$ cat config.mk
export PLATFORM = sky130hd
export DESIGN_NAME = mul32_seq_shift_add
export DESIGN_NICKNAME = d
export VERILOG_FILES = /design/src/rtl/mul32_seq_shift_add_pkg.sv /design/src/rtl/mul_twos_neg.sv /design/src/rtl/mul32_seq_shift_add.sv
export SDC_FILE = /design/constraint.sdc
export NUM_CORES = 1
export LEC_CHECK = 0
export BUFFER_PORTS_ARGS = -buffer_cell sky130_fd_sc_hd__buf_2
export CORE_UTILIZATION = 60
export DETAILED_ROUTE_END_ITERATION = 7
export PLACE_DENSITY = 0.85
export SETUP_SLACK_MARGIN = 0.4
export SLEW_MARGIN = 20
export SYNTH_ARGS = -nofsm -noshare
export SYNTH_HDL_FRONTEND = slang
export SYNTH_SLANG_ARGS = --single-unit
$ cat constraint.sdc
create_clock -name clk -period 5.9 [get_ports clk]
set_clock_uncertainty 0.1 [all_clocks]
set_input_delay 0.295 -clock clk [delete_from_list [all_inputs] [get_ports clk]]
set_output_delay 0.295 -clock clk [all_outputs]
set_load 0.05 [all_outputs]
$ cat src/rtl/mul32_seq_shift_add_pkg.sv
// Shared definitions for the sequential shift-and-add multiplier:
// default operand width, FSM state encoding and counter sizing.
package mul32_seq_shift_add_pkg;

    localparam int WIDTH_DEF = 32;

    localparam logic [1:0] ST_IDLE = 2'd0;
    localparam logic [1:0] ST_RUN  = 2'd1;
    localparam logic [1:0] ST_FIX  = 2'd2;
    localparam logic [1:0] ST_DONE = 2'd3;

    typedef enum logic [1:0] {
        IDLE = ST_IDLE,
        RUN  = ST_RUN,
        FIX  = ST_FIX,
        DONE = ST_DONE
    } state_t;

    // Iteration counter width; a 1-bit operand still needs a 1-bit counter.
    function automatic int cnt_width(input int w);
        return (w > 1) ? $clog2(w) : 1;
    endfunction

    localparam int CNT_W = cnt_width(WIDTH_DEF);

endpackage

$ cat src/rtl/mul_twos_neg.sv
// N-bit two's-complement negator: invert, then add one.
module mul_twos_neg #(
    parameter int N = 32
) (
    input  logic [N-1:0] x,
    output logic [N-1:0] y
);

    localparam logic [N-1:0] ONE = {{(N-1){1'b0}}, 1'b1};

    assign y = ~x + ONE;

endmodule

$ cat src/rtl/mul32_seq_shift_add.sv
// Sequential radix-2 shift-and-add multiplier, WIDTH x WIDTH -> 2*WIDTH.
// Signed operands are multiplied as magnitudes and the product is negated
// in a single extra cycle when the operand signs differ.
//
// state | meaning
// ------+-----------------------------------------------------------
// IDLE  | waiting for operands; in_ready high
// RUN   | one shift-and-add iteration per cycle, WIDTH iterations
// FIX   | negate the full 2*WIDTH product (signed, signs differed)
// DONE  | product held on hi/lo; out_valid high until out_ready
module mul32_seq_shift_add
    import mul32_seq_shift_add_pkg::*;
#(
    parameter int WIDTH = WIDTH_DEF
) (
    input  logic             clk,
    input  logic             rst_n,
    input  logic             in_valid,
    output logic             in_ready,
    input  logic [WIDTH-1:0] a,
    input  logic [WIDTH-1:0] b,
    input  logic             is_signed,
    output logic             out_valid,
    input  logic             out_ready,
    output logic [WIDTH-1:0] hi,
    output logic [WIDTH-1:0] lo,
    output logic             zero
);

    localparam int CW = cnt_width(WIDTH);
    localparam logic [CW-1:0] CNT_LAST = CW'(WIDTH - 1);
    localparam logic [CW-1:0] CNT_ONE  = CW'(1);

    state_t             state;
    state_t             state_nxt;
    logic [WIDTH-1:0]   mcand;
    logic               neg_flag;
    logic [CW-1:0]      cnt;

    logic [WIDTH-1:0]   a_neg;
    logic [WIDTH-1:0]   b_neg;
    logic [WIDTH-1:0]   a_abs;
    logic [WIDTH-1:0]   b_abs;
    logic [2*WIDTH-1:0] prod_neg;
    logic [WIDTH:0]     addend;
    logic [WIDTH:0]     sum;
    logic               last_iter;

    mul_twos_neg #(.N(WIDTH)) u_neg_a (
        .x (a),
        .y (a_neg)
    );

    mul_twos_neg #(.N(WIDTH)) u_neg_b (
        .x (b),
        .y (b_neg)
    );

    mul_twos_neg #(.N(2*WIDTH)) u_neg_prod (
        .x ({hi, lo}),
        .y (prod_neg)
    );

    // |0x80..0| negates to itself, which is the right unsigned magnitude.
    assign a_abs = (is_signed && a[WIDTH-1]) ? a_neg : a;
    assign b_abs = (is_signed && b[WIDTH-1]) ? b_neg : b;

    // The extra top bit keeps the carry, which shifts into hi[MSB].
    assign addend    = lo[0] ? {1'b0, mcand} : '0;
    assign sum       = {1'b0, hi} + addend;
    assign last_iter = (cnt == CNT_LAST);

    assign in_ready  = (state == IDLE);
    assign out_valid = (state == DONE);
    assign zero      = ({hi, lo} == '0);

    // State register.
    always_ff @(posedge clk or negedge rst_n) begin
        if (!rst_n) begin
            state <= IDLE;
        end else begin
            state <= state_nxt;
        end
    end

    // Next-state decode; DONE always returns to IDLE before a new accept.
    always_comb begin
        state_nxt = state;
        case (state)
            IDLE: if (in_valid) state_nxt = RUN;
            RUN:  if (last_iter) state_nxt = neg_flag ? FIX : DONE;
            FIX:  state_nxt = DONE;
            DONE: if (out_ready) state_nxt = IDLE;
            default: state_nxt = IDLE;
        endcase
    end

    // Operand capture, shift-and-add iterations and final sign fix-up.
    always_ff @(posedge clk or negedge rst_n) begin
        if (!rst_n) begin
            hi       <= '0;
            lo       <= '0;
            mcand    <= '0;
            neg_flag <= 1'b0;
            cnt      <= '0;
        end else begin
            case (state)
                IDLE: begin
                    if (in_valid) begin
                        mcand    <= a_abs;
                        hi       <= '0;
                        lo       <= b_abs;
                        neg_flag <= is_signed & (a[WIDTH-1] ^ b[WIDTH-1]);
                        cnt      <= '0;
                    end
                end
                RUN: begin
                    hi  <= sum[WIDTH:1];
                    lo  <= {sum[0], lo[WIDTH-1:1]};
                    cnt <= cnt + CNT_ONE;
                end
                FIX: begin
                    {hi, lo} <= prod_neg;
                end
                default: begin
                end
            endcase
        end
    end

endmodule

# [Word-level counts from Yosys, hierarchy flattened]
# Cells that the tools add are included.
# Widths: inputs -> output; s select.
[word_totals] output_inout_bits=67 regBits=104 in_bits=69 wordCells=47
[classes] muxes=14 add_sub_neg=5 bitwise=5 eq_ne=7 n_reduce_logical=10
[ops] cell="$pmux 32 s3" count=2
[ops] cell="$mux 32" count=5
[ops] cell="$add 32x1->32 const B" count=2
[ops] cell="$add 64x1->64 const B" count=1
[ops] cell="$logic_not 64->1" count=1
[ops] cell="$not 32->32" count=2
[ops] cell="$not 64->64" count=1
[ops] cell="$add 32x32->33" count=1
[ops] cell="$pmux 5 s2" count=1
[ops] cell="$pmux 2 s4" count=1
[ops] cell="$mux 2" count=3
[ops] cell="$reduce_and 2->1" count=3
[ops] cell="$add 5x1->5 const B" count=1
[ops] cell="$eq 5x5->1 const B" count=1
[ops] cell="$mux 5" count=1
[ops] cell="$eq 2x2->1 const B" count=2
[ops] cell="$ne 2x2->1 const B" count=2
[ops] cell="$reduce_and 3->1" count=1
[ops] cell="$reduce_bool 3->1" count=1
[ops] cell="$eq 2x1->1 const B" count=1
[ops] cell="$logic_and 1x1->1" count=2
[ops] cell="$logic_not 2->1" count=1
[ops] cell="$ne 2x1->1 const B" count=1
[ops] cell="$reduce_bool 2->1" count=1
[ops] cell="other kinds (3)" count=3

# [Longest topological paths before layout]
[logic_depth] ltp_word=5 ltp_mapped=13 mapped_depth_nobuf=10

# [Hierarchy]
# A second synthesis with hierarchy kept.
[unflattened] hier_cells=1275 hier_area_um2=10339.9
[by_module_without_submodules] module="mul32_seq_shift_add" area_each_um2=7778.7 seq_area_each_um2=2602.5 instances=1 cells_per_inst=923
[by_module_without_submodules] module="mul_twos_neg (u_neg_prod)" area_each_um2=1287.5 seq_area_each_um2=0.0 instances=1 cells_per_inst=186
[by_module_without_submodules] module="mul_twos_neg (u_neg_a ...)" area_each_um2=636.9 seq_area_each_um2=0.0 instances=2 cells_per_inst=83

# [Worst setup path after synthesis]
# No wires, ideal clock.
[synth_path] path_kind="reg2out" from="register lo[0]" to="output zero" setup_slack_ns=2.471 n_path_buf=0 arrival_time_ns=3.034 required_ns=5.505 path_stages_with_launch=8 path_cell_list="dfrtp_1 > inv_1 > ha_1 > nor2b_1 > nand2_1 > nor4_2 > nand4_1 > nor3b_1"
[synth_via] elab_chain_cells=1
[synth_lines] element="start, declared" line="mul32_seq_shift_add.sv:26" source="output logic [WIDTH-1:0] lo,"
[synth_lines] element="start signal, assigned" line="mul32_seq_shift_add.sv:112" source="lo <= b_abs;"
[synth_lines] element="start signal, assigned" line="mul32_seq_shift_add.sv:119" source="lo <= {sum[0], lo[WIDTH-1:1]};"
[synth_lines] element="start signal, assigned" line="mul32_seq_shift_add.sv:123" source="{hi, lo} <= prod_neg;"
[synth_lines] element="$logic_not 64->1" line="mul32_seq_shift_add.sv:75" source="assign zero = ({hi, lo} == '0);"
[synth_lines] element="end, declared" line="mul32_seq_shift_add.sv:27" source="output logic zero"
# No other way between the ends.

# [Final worst setup path]
# Ends and elaborated chain as after synthesis.

==> results.txt <==
In the final layout, the share of cells above drive strength 1 is 0.158. The number of antenna violations at the first check in global routing is 0. The number of buffers inserted during clock tree synthesis is 9. The relative max-transition margin came out at 0.355. The root buffer cell chosen for the clock tree is sky130_fd_sc_hd__clkbuf_16. The setup violation total in the final timing report is 0.

The number of synthesized flops with an enable pin is 0. The area of the core region came out at 15,300 sq um. The endpoint kind of the worst setup timing path is an output port. The path class of the lowest-slack min-delay path is in -> reg. In this run the critical register-to-register path is launched from state[0]. In the global route stage, overall resource usage came out at 0.337. The shortest period the worst path allows came out at 3.87 ns. Across the run, the number of max-cap violations was 0.

STA classifies the critical path startpoint as a flop. Excluding fillers, the count of instances in the completed layout stands at 1,494. Summing every instance area after synthesis gives 9380 sq um. The via count of the routed design is 9,742. The reg2reg setup slack came out at 2.19 ns.

The detailed-route wire length per cell is 18.1 um. The first detailed-routing pass took 6 iterations. For this run, the number of Yosys warnings is 0. The clock drives 104 sinks. The die height came out at 127 um.

The arrival time of the worst setup path is 3.48 ns. Ranked by total cell area, the synthesized netlist is headed by sky130_fd_sc_hd__dfrtp_1, sky130_fd_sc_hd__o21ai_0, sky130_fd_sc_hd__ha_1, sky130_fd_sc_hd__a21oi_1, sky130_fd_sc_hd__nand2_1. From left edge to right edge, the die measures 127 um.

Among all flip-flop cells after synthesis, the most frequent one is sky130_fd_sc_hd__dfrtp_1. The post-detailed-route via-to-cell ratio came out at 6.52. The peak fanout along the critical path is 35. The remaining antenna violation count is 0. The async set-reset flop share out of synthesis came out at 1.00. The total overflow left after global routing is 0. After clock tree synthesis, the clock-pin slew on the worst setup and hold paths is 0.07 ns. Counting distinct cell types in the post-synthesis netlist gives 80.

The first global-routing pass estimated 43.4 mm of wire. The number of cells on the worst hold path is 3. In the layout the commonest cells are sky130_fd_sc_hd__buf_2, sky130_fd_sc_hd__nand2_1, sky130_fd_sc_hd__o21ai_0. The via count of the first global-routing pass came out at 8,727. The clock reaches the later pin of the worst-skew pair after 0.36 ns.

The largest net degree at the start of global routing is 66. The total nets after synthesis came out at 1,296. The congestion estimate from routability-driven global placement came to 0.973. The final hold violation count is 0. The boundary pin count came out at 136. After the first detailed-routing iteration, the DRC count stood at 1,090.

The number of buffers inserted by port buffering came out at 135. The initial utilization of the core area, before any placement, comes to 0.615. The startpoint of the most critical setup path is lo[0]. After detailed placement, the total cell area comes to 10,200 sq um. The final core utilization came out at 0.686. The total wire length came out at 27.0 mm. The worst register-to-register path has a depth of 9.

The post-CTS repair timing setup buffer count is 0. The worst supply voltage drop on vdd came out at 0.333 mV. The final standard cell area without fillers came out at 10,500 sq um.

The design draws 5.62 mW. The capturing point of the worst reg2reg path is hi[30]. The synthesized flop and latch total is 104. The final cycle utilization of the critical path came out at 0.656.

The post-synthesis to final-layout area growth came out at 11.6%. The highest achievable clock rate came out at 258 MHz. The share of synthesized area occupied by flip-flops and latches came out at 0.277.

TritonCTS built the clock tree. The number of levels in the clock H-tree came out at 3. The cell count after synthesis is 1,184. Leaving out fill and tap cells, the most frequent cell in the layout is sky130_fd_sc_hd__buf_2.

The most area-hungry cell type in the Yosys netlist is sky130_fd_sc_hd__dfrtp_1. The number of nets at the end of the flow came out at 1,390. The synthesized area divided by synthesized cell count is 7.92 sq um. STA puts the critical path data required time at 5.51 ns. Adding up every negative setup slack in the final design gives 0 ns. The critical path ends at zero.

The instance count after placement with tap cells included came out at 1,477. The post-detailed-placement half-perimeter wirelength came out at 19.6 mm. The number of max-slew violations in the final report is 0. In this run the static leakage power is 4.54 nW. The share of synthesized area in the top cell type comes to 0.277. Setup repair after global routing left no endpoint under its margin. The cell area power density came out at 536 nW/um^2. The repair_antennas step left the layout with diodes totalling 0. The total DRC errors in the routed layout came out at 0. By startpoint and endpoint, the worst setup path is classified as reg -> out.

The floorplan has 45 rows. The die area came out at 16,100 sq um. The run finished with clean final reports. The maximum root-to-sink buffer count came out at 2. The pin slew with the least headroom to its limit came out at 0.959 ns.
## synth_stat cells, drive strengths merged (17+ instances only)
cell / number
a21oi: 104
and2: 41
clkbuf: 48
dfrtp: 104
ha: 42
inv: 24
nand2: 123
nand3: 28
nand4: 17
nor2: 88
nor3: 53
nor4: 30
o21ai: 112
o31ai: 21
xnor2: 47
xor2: 39
## layer usage
metal / share of wire / global-route usage / up-vias
li1: - / - / 4575
met1: 0.45 / 0.472 / 4625
met2: 0.46 / 0.540 / 497
met3: 0.076 / 0.0406 / 45
met4: 0.020 / 0.116 / 0
met5: 0 / 0 / -
## area by class of cell
type                            count  area (sq um)
Clock buffer                       10           239
Clock inverter                      6          66.3
Fill cell                        1278          4790
Inverter                           25          93.8
Multi-Input combinational cell    993          6450
Sequential cell                   104          2600
Tap cell                          211           264
Timing Repair Buffer              145           756
## per-stage QoR
stage	setup WS (ns)	hold slack (ns)
after global placement	2.16	0.280
after detailed placement	2.36	0.285
after global routing	1.76	0.165
after CTS	2.08	0.135
after floorplan	2.47	-0.101
final	2.03	0.134
## report_power, final
part / internal [mW] / total, mW / switching (mW)
Sequential: 1.03 / 1.50 / 0.471
Combinational: 1.13 / 3.48 / 2.35
Clock: 0.344 / 0.636 / 0.292
Total: 2.50 / 5.62 / 3.12
## worst min path at each step
| stage | end | slack [ns] | startpoint |
|---|---|---|---|
| floorplan | cnt[0] | -0.10 | rst_n |
| global placement | lo[16] | 0.28 | rst_n |
| detailed placement | lo[16] | 0.28 | rst_n |
| CTS | mcand[4] | 0.14 | a[4] |
| global route | neg_flag | 0.16 | is_signed |
| finish | mcand[4] | 0.13 | a[4] |
## critical path, cell delays in order (launching register included)
cell,delay [ns]
sky130_fd_sc_hd__dfrtp_1,0.72
sky130_fd_sc_hd__inv_1,0.25
sky130_fd_sc_hd__ha_1,0.21
sky130_fd_sc_hd__nor2b_1,0.31
sky130_fd_sc_hd__nand2_1,0.21
sky130_fd_sc_hd__nor4_2,0.54
sky130_fd_sc_hd__nand4_1,0.24
sky130_fd_sc_hd__nor3b_1,0.31
sky130_fd_sc_hd__buf_2,0.32
## sequential cells by signal, summed over array words and instances (netlist names)
signal / flops
mcand: 32
state: 2
hi: 32
neg_flag: 1
cnt: 5
lo: 32
## kinds of logic (layout without fill, tap and decap cells)
group           after synthesis  after routing  share of synthesized area
mux                          18             18                     0.0199
compound gates              381            381                      0.259
buf+inv                      87            186                     0.0363
simple gates                465            465                      0.269
fa+ha+maj                    43             43                     0.0581
xor+xnor                     86             86                     0.0803
flops                       104            104                      0.277
## repair_timing
item / 4_1_cts / 5_1_grt
hold buffers: 1 / 0
gates resized for setup: 0 / 0
endpoints found under the hold margin: 51 / 0
No activity file was read; power rests on OpenSTA's default activity.
